$ cat config.mk
export PLATFORM = sky130hd
export DESIGN_NAME = id_ex_stage
export DESIGN_NICKNAME = d
export VERILOG_FILES = /design/src/rtl/id_ex_stage.sv
export SDC_FILE = /design/constraint.sdc
export NUM_CORES = 1
export LEC_CHECK = 0
export BUFFER_PORTS_ARGS = -buffer_cell sky130_fd_sc_hd__buf_2
export CAP_MARGIN = 20
export CORE_UTILIZATION = 42
export CTS_CLUSTER_SIZE = 24
export DETAILED_ROUTE_END_ITERATION = 8
export HOLD_SLACK_MARGIN = 0.1
export PLACE_DENSITY = 0.82
export SLEW_MARGIN = 20
export SYNTH_ARGS = -nofsm -noshare
export SYNTH_HDL_FRONTEND = slang
export SYNTH_SLANG_ARGS = --single-unit
$ cat constraint.sdc
create_clock -name clk_i -period 2.3 [get_ports clk_i]
set_input_delay 0.69 -clock clk_i [delete_from_list [all_inputs] [get_ports clk_i]]
set_output_delay 0.69 -clock clk_i [all_outputs]
set_load 0.02 [all_outputs]
$ cat src/rtl/id_ex_stage.sv
// id_ex_stage: ID/EX pipeline register with load-use bubble insertion, stall hold, flush squash and a saturating bubble counter
module id_ex_stage #(
    parameter int DATA_WIDTH = 32,
    parameter int RA_WIDTH   = 5,
    parameter int CNT_WIDTH  = 16
) (
    input  logic                  clk_i,
    input  logic                  rst_n_i,
    input  logic                  stall_i,
    input  logic                  flush_i,
    input  logic                  valid_i,
    input  logic [DATA_WIDTH-1:0] pc_i,
    input  logic [DATA_WIDTH-1:0] rs_data_i,
    input  logic [DATA_WIDTH-1:0] rt_data_i,
    input  logic [DATA_WIDTH-1:0] imm_i,
    input  logic [RA_WIDTH-1:0]   rs_addr_i,
    input  logic [RA_WIDTH-1:0]   rt_addr_i,
    input  logic [RA_WIDTH-1:0]   rd_addr_i,
    input  logic [3:0]            EX_ctrl_i,
    input  logic [1:0]            MEM_ctrl_i,
    input  logic                  WB_ctrl_i,
    output logic                  valid_o,
    output logic [DATA_WIDTH-1:0] pc_o,
    output logic [DATA_WIDTH-1:0] rs_data_o,
    output logic [DATA_WIDTH-1:0] rt_data_o,
    output logic [DATA_WIDTH-1:0] imm_o,
    output logic [RA_WIDTH-1:0]   rs_addr_o,
    output logic [RA_WIDTH-1:0]   rt_addr_o,
    output logic [RA_WIDTH-1:0]   rd_addr_o,
    output logic [3:0]            EX_ctrl_o,
    output logic [1:0]            MEM_ctrl_o,
    output logic                  WB_ctrl_o,
    output logic [RA_WIDTH-1:0]   dst_addr_o,
    output logic                  hazard_stall_o,
    output logic [CNT_WIDTH-1:0]  bubble_cnt_o
);
    logic                  valid_q, valid_d;
    logic [DATA_WIDTH-1:0] pc_q, pc_d, rs_data_q, rs_data_d, rt_data_q, rt_data_d, imm_q, imm_d;
    logic [RA_WIDTH-1:0]   rs_addr_q, rs_addr_d, rt_addr_q, rt_addr_d, rd_addr_q, rd_addr_d;
    logic [3:0]            ex_ctrl_q, ex_ctrl_d;
    logic [1:0]            mem_ctrl_q, mem_ctrl_d;
    logic                  wb_ctrl_q, wb_ctrl_d;
    logic [CNT_WIDTH-1:0]  bubble_cnt_q, bubble_cnt_d;
    logic                  ld_use, load, bubble;
    always_comb begin
        ld_use = valid_q & (mem_ctrl_q == 2'b10) & (rt_addr_q != '0) & valid_i &
                 ((rt_addr_q == rs_addr_i) | (rt_addr_q == rt_addr_i));
        load   = ~flush_i & ~stall_i & ~ld_use;
        bubble = flush_i | (~stall_i & ld_use);
        valid_d      = load ? valid_i : (bubble ? 1'b0 : valid_q);
        ex_ctrl_d    = load ? (valid_i ? EX_ctrl_i : 4'b0) : (bubble ? 4'b0 : ex_ctrl_q);
        mem_ctrl_d   = load ? (valid_i ? MEM_ctrl_i : 2'b0) : (bubble ? 2'b0 : mem_ctrl_q);
        wb_ctrl_d    = load ? (valid_i & WB_ctrl_i) : (~bubble & wb_ctrl_q);
        pc_d         = load ? pc_i : pc_q;
        rs_data_d    = load ? rs_data_i : rs_data_q;
        rt_data_d    = load ? rt_data_i : rt_data_q;
        imm_d        = load ? imm_i : imm_q;
        rs_addr_d    = load ? rs_addr_i : rs_addr_q;
        rt_addr_d    = load ? rt_addr_i : rt_addr_q;
        rd_addr_d    = load ? rd_addr_i : rd_addr_q;
        bubble_cnt_d = (~flush_i & ~stall_i & ld_use & ~&bubble_cnt_q) ? bubble_cnt_q + 1'b1 : bubble_cnt_q;
    end
    always_ff @(posedge clk_i or negedge rst_n_i) begin
        if (!rst_n_i) begin
            valid_q      <= 1'b0;
            pc_q         <= '0;
            rs_data_q    <= '0;
            rt_data_q    <= '0;
            imm_q        <= '0;
            rs_addr_q    <= '0;
            rt_addr_q    <= '0;
            rd_addr_q    <= '0;
            ex_ctrl_q    <= '0;
            mem_ctrl_q   <= '0;
            wb_ctrl_q    <= 1'b0;
            bubble_cnt_q <= '0;
        end else begin
            valid_q      <= valid_d;
            pc_q         <= pc_d;
            rs_data_q    <= rs_data_d;
            rt_data_q    <= rt_data_d;
            imm_q        <= imm_d;
            rs_addr_q    <= rs_addr_d;
            rt_addr_q    <= rt_addr_d;
            rd_addr_q    <= rd_addr_d;
            ex_ctrl_q    <= ex_ctrl_d;
            mem_ctrl_q   <= mem_ctrl_d;
            wb_ctrl_q    <= wb_ctrl_d;
            bubble_cnt_q <= bubble_cnt_d;
        end
    end
    assign valid_o        = valid_q;
    assign pc_o           = pc_q;
    assign rs_data_o      = rs_data_q;
    assign rt_data_o      = rt_data_q;
    assign imm_o          = imm_q;
    assign rs_addr_o      = rs_addr_q;
    assign rt_addr_o      = rt_addr_q;
    assign rd_addr_o      = rd_addr_q;
    assign EX_ctrl_o      = ex_ctrl_q;
    assign MEM_ctrl_o     = mem_ctrl_q;
    assign WB_ctrl_o      = wb_ctrl_q;
    assign dst_addr_o     = ex_ctrl_q[0] ? rd_addr_q : rt_addr_q;
    assign hazard_stall_o = ld_use & ~flush_i;
    assign bubble_cnt_o   = bubble_cnt_q;
endmodule

==> impl_metrics.env, run 1 <==
export IMPL_run_status="finished with violations"
export IMPL_violations="negative setup slack"
export IMPL_dieWidth_um=128.2
export IMPL_grt_pass1_wl_um=26080
export IMPL_power_density_nw_per_um2=812.3
export IMPL_rsz0062_at_grt="yes"
export IMPL_wl_um=19080
export IMPL_p_leak_nw=5.166
export IMPL_critPathCaptureType="flop"
export IMPL_synth_ff_type="dfrtp_1"
export IMPL_initial_core_util=0.4349
export IMPL_rows=45
export IMPL_clk_latency_ns=0.42
export IMPL_min_period_over_period=1.090
export IMPL_core_region_area_um2=15370
export IMPL_multiInputGateArea_um2=2734
export IMPL_relSlewSlack=0.6233
export IMPL_fin_util=0.6730
export IMPL_gp_congestion=0.8435
export IMPL_reg2reg_to="bubble_cnt_o[15]$_DFFE_PN0P_"
export IMPL_fin_tns_setup_ns=-6.878
export IMPL_drc=0
export IMPL_die_h_um=128.2
export IMPL_cts_tree="built"
export IMPL_yosysUniqueCellTypes=33
export IMPL_grt_usage=0.2093
export IMPL_fillers=1102
export IMPL_synth_cells=444
export IMPL_clock_fmax_mhz=399.0
export IMPL_ir_drop_mv=0.5433
export IMPL_grt_max_degree=54
export IMPL_clockBufferDepth=2
export IMPL_ys_warn_count=0
export IMPL_vias=5223
export IMPL_overflow=0
export IMPL_crit_arrival_ns=2.81
export IMPL_drive_above_1_share=0.6913
export IMPL_ys_async_sr_fraction=1.000
export IMPL_critPathKind="flop to flop"
export IMPL_cts_hold_repair_buffers=0
export IMPL_dieArea_um2=16430
export IMPL_crit_fanout=5
export IMPL_avgViaCountPerCell=4.909
export IMPL_required_ns=2.60
export IMPL_synth_seq_cells=167
export IMPL_ys_seq_area_frac=0.6251
export IMPL_finClkSkew_ns=0.006939
export IMPL_reg2reg_slack_ns=-0.21
export IMPL_grt_pass1_vias=5187
export IMPL_drtIter0Drc=190
export IMPL_nNetsFinal=995
export IMPL_dpl_worst_slack_ns=-0.1866
export IMPL_wl_per_cell_um=17.93
export IMPL_ant_nets=0
export IMPL_synth_fp_nets=600
export IMPL_place_hpwl_um=12710
export IMPL_port_buffer_count=327
export IMPL_firstDrtPassIters=4
export IMPL_hold_class="input port to asynchronous set/reset pin"
export IMPL_min_period_ns=2.506
export IMPL_synth_area_um2=6685
export IMPL_worstMarginPinSlew_ns=0.5592
export IMPL_area_delta_synth_final_pct=54.74
export IMPL_ff_latch_area_um2=4180
export IMPL_fin_ws_ns=-0.2063
export IMPL_syn_mean_instance_area_um2=15.06
export IMPL_grt_antenna_before_repair=1
export IMPL_cts_sinks=167
export IMPL_maxCapViolations=0
export IMPL_r2r_start="rt_addr_o[2]$_DFFE_PN0P_"
export IMPL_clk_root_buffer_cell="clkbuf_16"
export IMPL_start_kind="flop"
export IMPL_maxSlewViolCount=0
export IMPL_reg2reg_depth=11
export IMPL_cts_buffers=17
export IMPL_io_pins=328
export IMPL_cts_max_level=4
export IMPL_clkTransAtPathRegs_ns=0.07
export IMPL_hold_viol=0
export IMPL_setup_viol=138
export IMPL_synth_edf_count=0
[cell usage after synthesis, drive strengths merged, types with 2 or more instances]
cell	instances	area share
o22ai	2	0.0019
nand4	10	0.0094
xnor2	21	0.028
nand2b	2	0.0019
nand3	15	0.011
clkbuf	6	0.0034
mux2	151	0.25
a21oi	2	0.0032
nand2	14	0.0079
nor3	2	0.0015
xor2	2	0.0026
and3	5	0.0047
nor4	3	0.0028
nor2	7	0.0039
dfrtp	167	0.63
o21ai	7	0.0052
buf	16	0.019
[where the power goes]
part           internal (W)  total, W  switching [W]
registers           0.00332   0.00352       0.000207
logic              0.000989   0.00209        0.00110
clock network       0.00161   0.00279        0.00119
[per-layer routing]
metal  global-route usage  part of all wire  vias up
li1                     -                 -     2374
met4              0.07474             0.018        0
met2               0.3772              0.53      236
met5                    0                 0        -
met3              0.05593             0.060       28
met1               0.2379              0.39     2585
[state kept, by name (all words and copies together), names as in the netlist]
name / flops
rs_data_o: 32
imm_o: 32
rs_addr_o: 5
pc_o: 32
rt_addr_o: 5
rd_addr_o: 5
valid_o: 1
rt_data_o: 32
bubble_cnt_o: 16
WB_ctrl_o: 1
MEM_ctrl_o: 2
EX_ctrl_o: 4
[through the flow]
| step | cell area (um^2) | hold WS (ns) | cells | power [W] |
|---|---|---|---|---|
| final | 10340 | 0.2398 | 1064 | 0.008403 |
| after global routing | 10340 | 0.2603 | 1064 | 0.008739 |
| after CTS | 9654 | 0.2484 | 1043 | 0.008227 |
| after detailed placement | 8901 | 0.4664 | 1004 | 0.005335 |
| after global placement | 8901 | 0.4602 | 1004 | 0.005278 |
| after floorplan | 6688 | 0.3944 | 444 | 0.004510 |
[cell usage in the layout, fill, tap and decap left out, drive strengths merged, types with 2 or more instances in the layout]
cell type,n
clkbuf,28
dfrtp,167
buf,388
inv,4
mux2,151
clkinvlp,2
nand2,14
bufinv,2
nor4,3
nand4,10
o21ai,7
o22ai,2
nand3,15
nor3,2
and3,5
nand2b,2
xor2,2
clkinv,7
nor2,7
a21oi,2
xnor2,21
[area by class of cell]
class,count,share of cell area
clock inverter,14,0.01427
tap,211,0.02552
timing repair buffer,398,0.2498
sequential,167,0.4041
inverter,1,0.0003628
antenna,1,0.0002419
clock buffer,18,0.04149
multi-input combinational,254,0.2643
[critical path, cell delays in order, from the launching register on]
cell	delay [ns]
dfrtp_1	0.39
buf_6	0.15
xnor2_2	0.18
nand3_2	0.11
buf_4	0.14
buf_4	0.12
buf_4	0.12
buf_4	0.12
buf_4	0.12
o22a_2	0.32
nor4_4	0.25
mux2_2	0.36
[worst max-delay path by stage]
| stage | from | end | slack [ns] | depth (start not counted) |
|---|---|---|---|---|
| final | rt_addr_o[2]$_DFFE_PN0P_ | bubble_cnt_o[15]$_DFFE_PN0P_ | -0.21 | 11 |
| after global routing | rt_addr_o[2]$_DFFE_PN0P_ | hazard_stall_o | -0.30 | 8 |
| after CTS | rt_addr_o[4]$_DFFE_PN0P_ | hazard_stall_o | -0.22 | 5 |
| after detailed placement | rt_addr_i[4] | hazard_stall_o | -0.19 | 8 |
| after global placement | rt_addr_i[4] | hazard_stall_o | -0.17 | 8 |
| after floorplan | rt_addr_i[4] | hazard_stall_o | 0.01 | 5 |
[repair_timing]
item,CTS,global route
setup buffers,7,11
resized for setup,30,86
pin swaps,7,4
cloned,0,10
setup endpoints to repair,1,145
[kinds of logic after synthesis]
group	Yosys count	synth area share
AOI/OAI and AO/OA	15	0.01553
xor gates and xnor gates	23	0.03013
adders and majority gates	1	0.001871
buffers and inverters	23	0.02283
DFF	167	0.6251
muxes	151	0.2544
and+or+nand+nor	64	0.05016
No activity file was read; power rests on OpenSTA's default activity.
==> run 2, diff against run 1 <==
--- a/config.mk
+++ b/config.mk
@@ -11,7 +11,7 @@
 export CTS_CLUSTER_SIZE = 24
 export DETAILED_ROUTE_END_ITERATION = 8
 export HOLD_SLACK_MARGIN = 0.1
-export PLACE_DENSITY = 0.82
+export PLACE_DENSITY = 0.77
 export SLEW_MARGIN = 20
 export SYNTH_ARGS = -nofsm -noshare
 export SYNTH_HDL_FRONTEND = slang
==> run 2 against run 1 <==
Net effect:
- the run still ends with negative setup slack left
- routed wire length about the same
- design area increased by 0.79%
- sequential cell count unchanged
- clock skew increased by 0.0016 ns
- global-route usage decreased by 0.23 points
- sequential power about the same
- hold slack got worse by 0.026 ns
- critical path depth decreased by 6
- die area unchanged
- combinational power increased by 2%
- via count decreased by 0.40%
- highest routed layer unchanged
==> impl_metrics.env, run 2 (synthesis gave the netlist of run 1 again) <==
export IMPL_crit_arrival_ns=1.78
export IMPL_fin_util=0.6783
export IMPL_die_h_um=128.2
export IMPL_p_leak_nw=5.247
export IMPL_nNetsFinal=982
export IMPL_reg2reg_to="imm_o[23]$_DFFE_PN0P_"
export IMPL_ant_nets=0
export IMPL_initial_core_util=0.4349
export IMPL_drc=0
export IMPL_switchingPower_w=0.002447
export IMPL_violations="negative setup slack"
export IMPL_r2r_start="rt_addr_o[4]$_DFFE_PN0P_"
export IMPL_start_kind="flop"
export IMPL_reg2reg_depth=8
export IMPL_rows=45
export IMPL_clk_root_buffer_cell="clkbuf_16"
export IMPL_cts_max_level=4
export IMPL_dieWidth_um=128.2
export IMPL_clockBufferDepth=2
export IMPL_grt_antenna_before_repair=1
export IMPL_drtIter0Drc=239
export IMPL_grt_pass1_vias=5053
export IMPL_min_period_ns=2.474
export IMPL_port_buffer_count=327
export IMPL_critPathCaptureType="primary output"
export IMPL_area_delta_synth_final_pct=55.96
export IMPL_gp_congestion=0.7934
export IMPL_maxCapViolations=0
export IMPL_final_cell_mix="buf_2, dfrtp_1, mux2_4"
export IMPL_setup_viol=136
export IMPL_avgViaCountPerCell=4.959
export IMPL_diodes=0
export IMPL_comb_power_share=0.246
export IMPL_finClkSkew_ns=0.008533
export IMPL_clkTransAtPathRegs_ns=0.06
export IMPL_required_ns=1.61
export IMPL_clock_fmax_mhz=404.2
export IMPL_swShare=0.2838
export IMPL_firstDrtPassIters=4
export IMPL_dieArea_um2=16430
export IMPL_ir_drop_mv=0.7736
export IMPL_run_status="finished with violations"
export IMPL_critical_path_startpoint="rt_addr_o[4]$_DFFE_PN0P_"
export IMPL_power_share_clock=0.345
export IMPL_wl_um=19100
export IMPL_wl_per_cell_um=18.20
export IMPL_hold_class="input port to asynchronous set/reset pin"
export IMPL_io_pins=328
export IMPL_grt_usage=0.2069
export IMPL_critPathKind="flop to primary output"
export IMPL_grt_max_degree=55
export IMPL_mostFrequentLayoutCell="buf_2"
export IMPL_rsz0062_at_grt="yes"
export IMPL_p_seq_frac=0.408
export IMPL_vias=5202
export IMPL_clk_latency_ns=0.41
export IMPL_crit_fanout=2
export IMPL_place_hpwl_um=12170
export IMPL_core_region_area_um2=15370
export IMPL_worstMarginPinSlew_ns=0.5449
export IMPL_relSlewSlack=0.6273
export IMPL_p_int_w=0.006178
export IMPL_drive_above_1_share=0.6897
export IMPL_overflow=0
export IMPL_fin_ws_ns=-0.1741
export IMPL_hold_viol=0
export IMPL_grt_pass1_wl_um=26040
export IMPL_total_power_w=0.008625
export IMPL_fin_tns_setup_ns=-5.106
export IMPL_cts_tree="built"
export IMPL_cts_buffers=17
export IMPL_min_period_over_period=1.076
export IMPL_maxSlewViolCount=0
export IMPL_cts_sinks=167
export IMPL_reg2reg_slack_ns=-0.09
export IMPL_power_density_nw_per_um2=827.2
## run 2: metal layers
| layer | wire (um) | vias to the layer above | global-route usage | share of wire |
|---|---|---|---|---|
| met2 | 9856 | 209 | 0.3728 | 0.52 |
| met5 | 0 | - | 0 | 0 |
| li1 | - | 2358 | - | - |
| met1 | 7713 | 2615 | 0.2328 | 0.40 |
| met3 | 1282 | 20 | 0.06427 | 0.067 |
| met4 | 244 | 0 | 0.06574 | 0.013 |
## run 2: timing repair
item	in CTS	in global routing
hold endpoints to repair	0	0
resized for setup	22	113
hold buffers	0	0
cloned	2	16
buffers inserted	4	7
pin swaps	4	9
endpoints found under the setup margin	15	138
## run 2: worst max-delay path by stage
stage | endpoint | slack, ns
4_1_cts | hazard_stall_o | -0.22
2_1_floorplan | hazard_stall_o | 0.01
3_3_place_gp | hazard_stall_o | -0.25
6_report | hazard_stall_o | -0.17
5_1_grt | hazard_stall_o | -0.25
3_5_place_dp | hazard_stall_o | -0.25
## run 2: cell type report
cell class	count	area [um^2]
Clock buffer	22	484.2
Fill cell	1114	4945
Inverter	1	3.754
Multi-Input combinational cell	254	2800
Tap cell	211	264.0
Sequential cell	167	4180
Timing Repair Buffer	385	2552
Clock inverter	9	141.4
## run 2: worst max-delay path: stages, from the launching register on
cell and delay [ns]:
dfrtp_1 0.37, or4_4 0.55, o21a_4 0.22, nand2_4 0.08, nor2_2 0.04, buf_6 0.12
## run 2: power by group through the flow
stage          Sequential [W]  Combinational, W  Clock, W
2_1_floorplan         0.00404          0.000474         0
3_3_place_gp          0.00352           0.00172         0
3_5_place_dp          0.00355           0.00175         0
4_1_cts               0.00350           0.00181   0.00304
5_1_grt               0.00356           0.00225   0.00318
6_report              0.00352           0.00213   0.00298
## run 2: through the flow
stage               cell area (um^2)  worst slack, ns  hold slack, ns  instances
finish                         10430          -0.1741          0.2137       1049
detailed placement              8758          -0.2509          0.4692        990
global route                   10430          -0.2530          0.2303       1049
CTS                             9567          -0.2232          0.2059       1027
global placement                8758          -0.2462          0.4607        990
floorplan                       6688          0.01350          0.3944        444
==> run 3, diff against run 2 <==
--- a/config.mk
+++ b/config.mk
@@ -7,6 +7,7 @@
 export LEC_CHECK = 0
 export BUFFER_PORTS_ARGS = -buffer_cell sky130_fd_sc_hd__buf_2
 export CAP_MARGIN = 20
+export CORE_ASPECT_RATIO = 1.1
 export CORE_UTILIZATION = 42
 export CTS_CLUSTER_SIZE = 24
 export DETAILED_ROUTE_END_ITERATION = 8
==> run 3 against run 2 <==
Net effect:
- sequential cell count stayed put
- the flow still finishes with violations (negative setup slack)
- via count decreased by 0.15%
- sequential share of layout area fell by 0.32 points
- routed wire length increased by 3.6%
- largest cell class unchanged
- final cell count decreased by 0.57%
- first-iteration DRC count down 31%
- setup slack got worse by 0.0064 ns
==> impl_metrics.env, run 3 (synthesis gave the netlist of run 1 again) <==
export IMPL_grt_antenna_before_repair=0
export IMPL_wl_um=19780
export IMPL_final_cell_mix="buf_2, dfrtp_1, mux2_4"
export IMPL_place_hpwl_um=12720
export IMPL_cts_max_level=4
export IMPL_hold_class="input port to asynchronous set/reset pin"
export IMPL_cts_tree="built"
export IMPL_dpl_cell_area_um2=8807
export IMPL_drc=0
export IMPL_power_share_clock=0.324
export IMPL_fin_util=0.6733
export IMPL_port_buffer_count=327
export IMPL_setup_viol=144
export IMPL_start_kind="flop"
export IMPL_fin_tns_setup_ns=-17.74
export IMPL_grt_max_degree=49
export IMPL_clk_latency_ns=0.43
export IMPL_grt_usage=0.2067
export IMPL_finClkSkew_ns=0.007745
export IMPL_fin_area_um2=10510
export IMPL_cts_buffers=17
export IMPL_ir_drop_mv=0.4532
export IMPL_die_h_um=134.3
export IMPL_reg2reg_slack_ns=-0.18
export IMPL_violations="negative setup slack"
export IMPL_critPathKind="flop to primary output"
export IMPL_rows=48
export IMPL_required_ns=1.61
export IMPL_relSlewSlack=0.6740
export IMPL_vias=5194
export IMPL_min_period_ns=2.481
export IMPL_io_pins=328
export IMPL_grt_pass1_vias=5092
export IMPL_clock_fmax_mhz=403.1
export IMPL_cts_sinks=167
export IMPL_grt_pass1_wl_um=25710
export IMPL_run_status="finished with violations"
export IMPL_instances_no_fill=1043
export IMPL_worstMarginPinSlew_ns=0.4766
export IMPL_hold_viol=0
export IMPL_crit_arrival_ns=1.79
export IMPL_critPathCaptureType="primary output"
export IMPL_avgViaCountPerCell=4.980
export IMPL_diodes=0
export IMPL_p_int_w=0.005937
export IMPL_reg2reg_depth=9
export IMPL_clockBufferDepth=2
export IMPL_rsz0062_at_grt="yes"
export IMPL_switchingPower_w=0.002549
export IMPL_ant_nets=0
export IMPL_drtIter0Drc=164
export IMPL_overflow=0
export IMPL_maxCapViolations=0
export IMPL_finalHoldWorstSlack_ns=0.2081
export IMPL_mostFrequentLayoutCell="buf_2"
export IMPL_gp_congestion=0.8046
export IMPL_dpl_cell_count=984
export IMPL_min_period_over_period=1.078
export IMPL_fin_ws_ns=-0.1805
export IMPL_fillers=1140
export IMPL_dieArea_um2=16430
export IMPL_wl_per_cell_um=18.96
export IMPL_dieWidth_um=122.3
export IMPL_nNetsFinal=986
export IMPL_comb_power_share=0.259
export IMPL_p_leak_nw=5.337
export IMPL_clkTransAtPathRegs_ns=0.07
export IMPL_drive_above_1_share=0.6928
export IMPL_p_seq_frac=0.417
export IMPL_initial_core_util=0.4281
export IMPL_power_density_nw_per_um2=807.2
export IMPL_core_region_area_um2=15620
export IMPL_maxSlewViolCount=0
export IMPL_swShare=0.3004
export IMPL_crit_fanout=2
export IMPL_clk_root_buffer_cell="clkbuf_16"
export IMPL_area_delta_synth_final_pct=57.27
export IMPL_firstDrtPassIters=5
[run 3: cell types whose count changed in the layout (fill, tap and decap cells not counted), sizes merged]
| cell | previous run | this run |
|---|---|---|
| buf | 372 | 375 |
| clkinv | 4 | 3 |
| clkinvlp | 1 | 5 |
| clkbuf | 35 | 34 |
| inv | 2 | 4 |
| bufinv | 3 | 1 |
[run 3: stage by stage]
step / total power, W / worst slack [ns]
floorplan: 0.004510 / 0.01350
finish: 0.008486 / -0.1805
CTS: 0.008104 / -0.2012
global placement: 0.005261 / -0.07583
global route: 0.008830 / -0.2648
detailed placement: 0.005315 / -0.08988
[run 3: layer usage]
metal / track usage / wire length [um] / part of all wire
met5: 0 / 0 / 0
met2: 0.3636 / 10500 / 0.53
met1: 0.2313 / 7750 / 0.39
met4: 0.08875 / 399 / 0.020
met3: 0.05782 / 1130 / 0.057
[run 3: final timing paths]
check	start	end
min in group clk_i	EX_ctrl_o[1]$_DFFE_PN0P_	EX_ctrl_o[1]$_DFFE_PN0P_
worst min-delay path	rst_n_i	rs_data_o[29]$_DFFE_PN0P_
worst min register to register	EX_ctrl_o[1]$_DFFE_PN0P_	EX_ctrl_o[1]$_DFFE_PN0P_
worst max-delay path	rt_addr_o[1]$_DFFE_PN0P_	hazard_stall_o
max in group asynchronous	rst_n_i	rt_data_o[0]$_DFFE_PN0P_
worst max register to register	rt_addr_o[1]$_DFFE_PN0P_	pc_o[7]$_DFFE_PN0P_
[run 3: worst max-delay path, cell delays in order, from the launching register on]
cell     delay, ns
dfrtp_1       0.38
or4_4         0.54
o21a_1        0.20
nand2_2       0.09
nor2_2        0.04
buf_6         0.12
[run 3: what timing repair did]
item,CTS,global route
gates resized for setup,9,158
setup buffers,2,7
endpoints found under the setup margin,1,120
pin swaps,7,7
gates cloned,0,18
hold endpoints to repair,0,0
hold buffers,0,0
[run 3: power by group through the flow]
stage	Clock, W	Combinational (W)	Sequential, W
floorplan	0	0.000474	0.00404
global placement	0	0.00172	0.00354
detailed placement	0	0.00176	0.00356
CTS	0.00281	0.00178	0.00351
global route	0.00293	0.00232	0.00358
finish	0.00275	0.00220	0.00354
[run 3: layout make-up]
type,count,area (um^2),area share
Tap cell,200,250.2,0.02380
Multi-Input combinational cell,254,2915,0.2773
Inverter,1,3.754,0.0003570
Clock inverter,12,120.1,0.01142
Clock buffer,20,446.7,0.04248
Sequential cell,167,4182,0.3977
Timing Repair Buffer,389,2596,0.2469
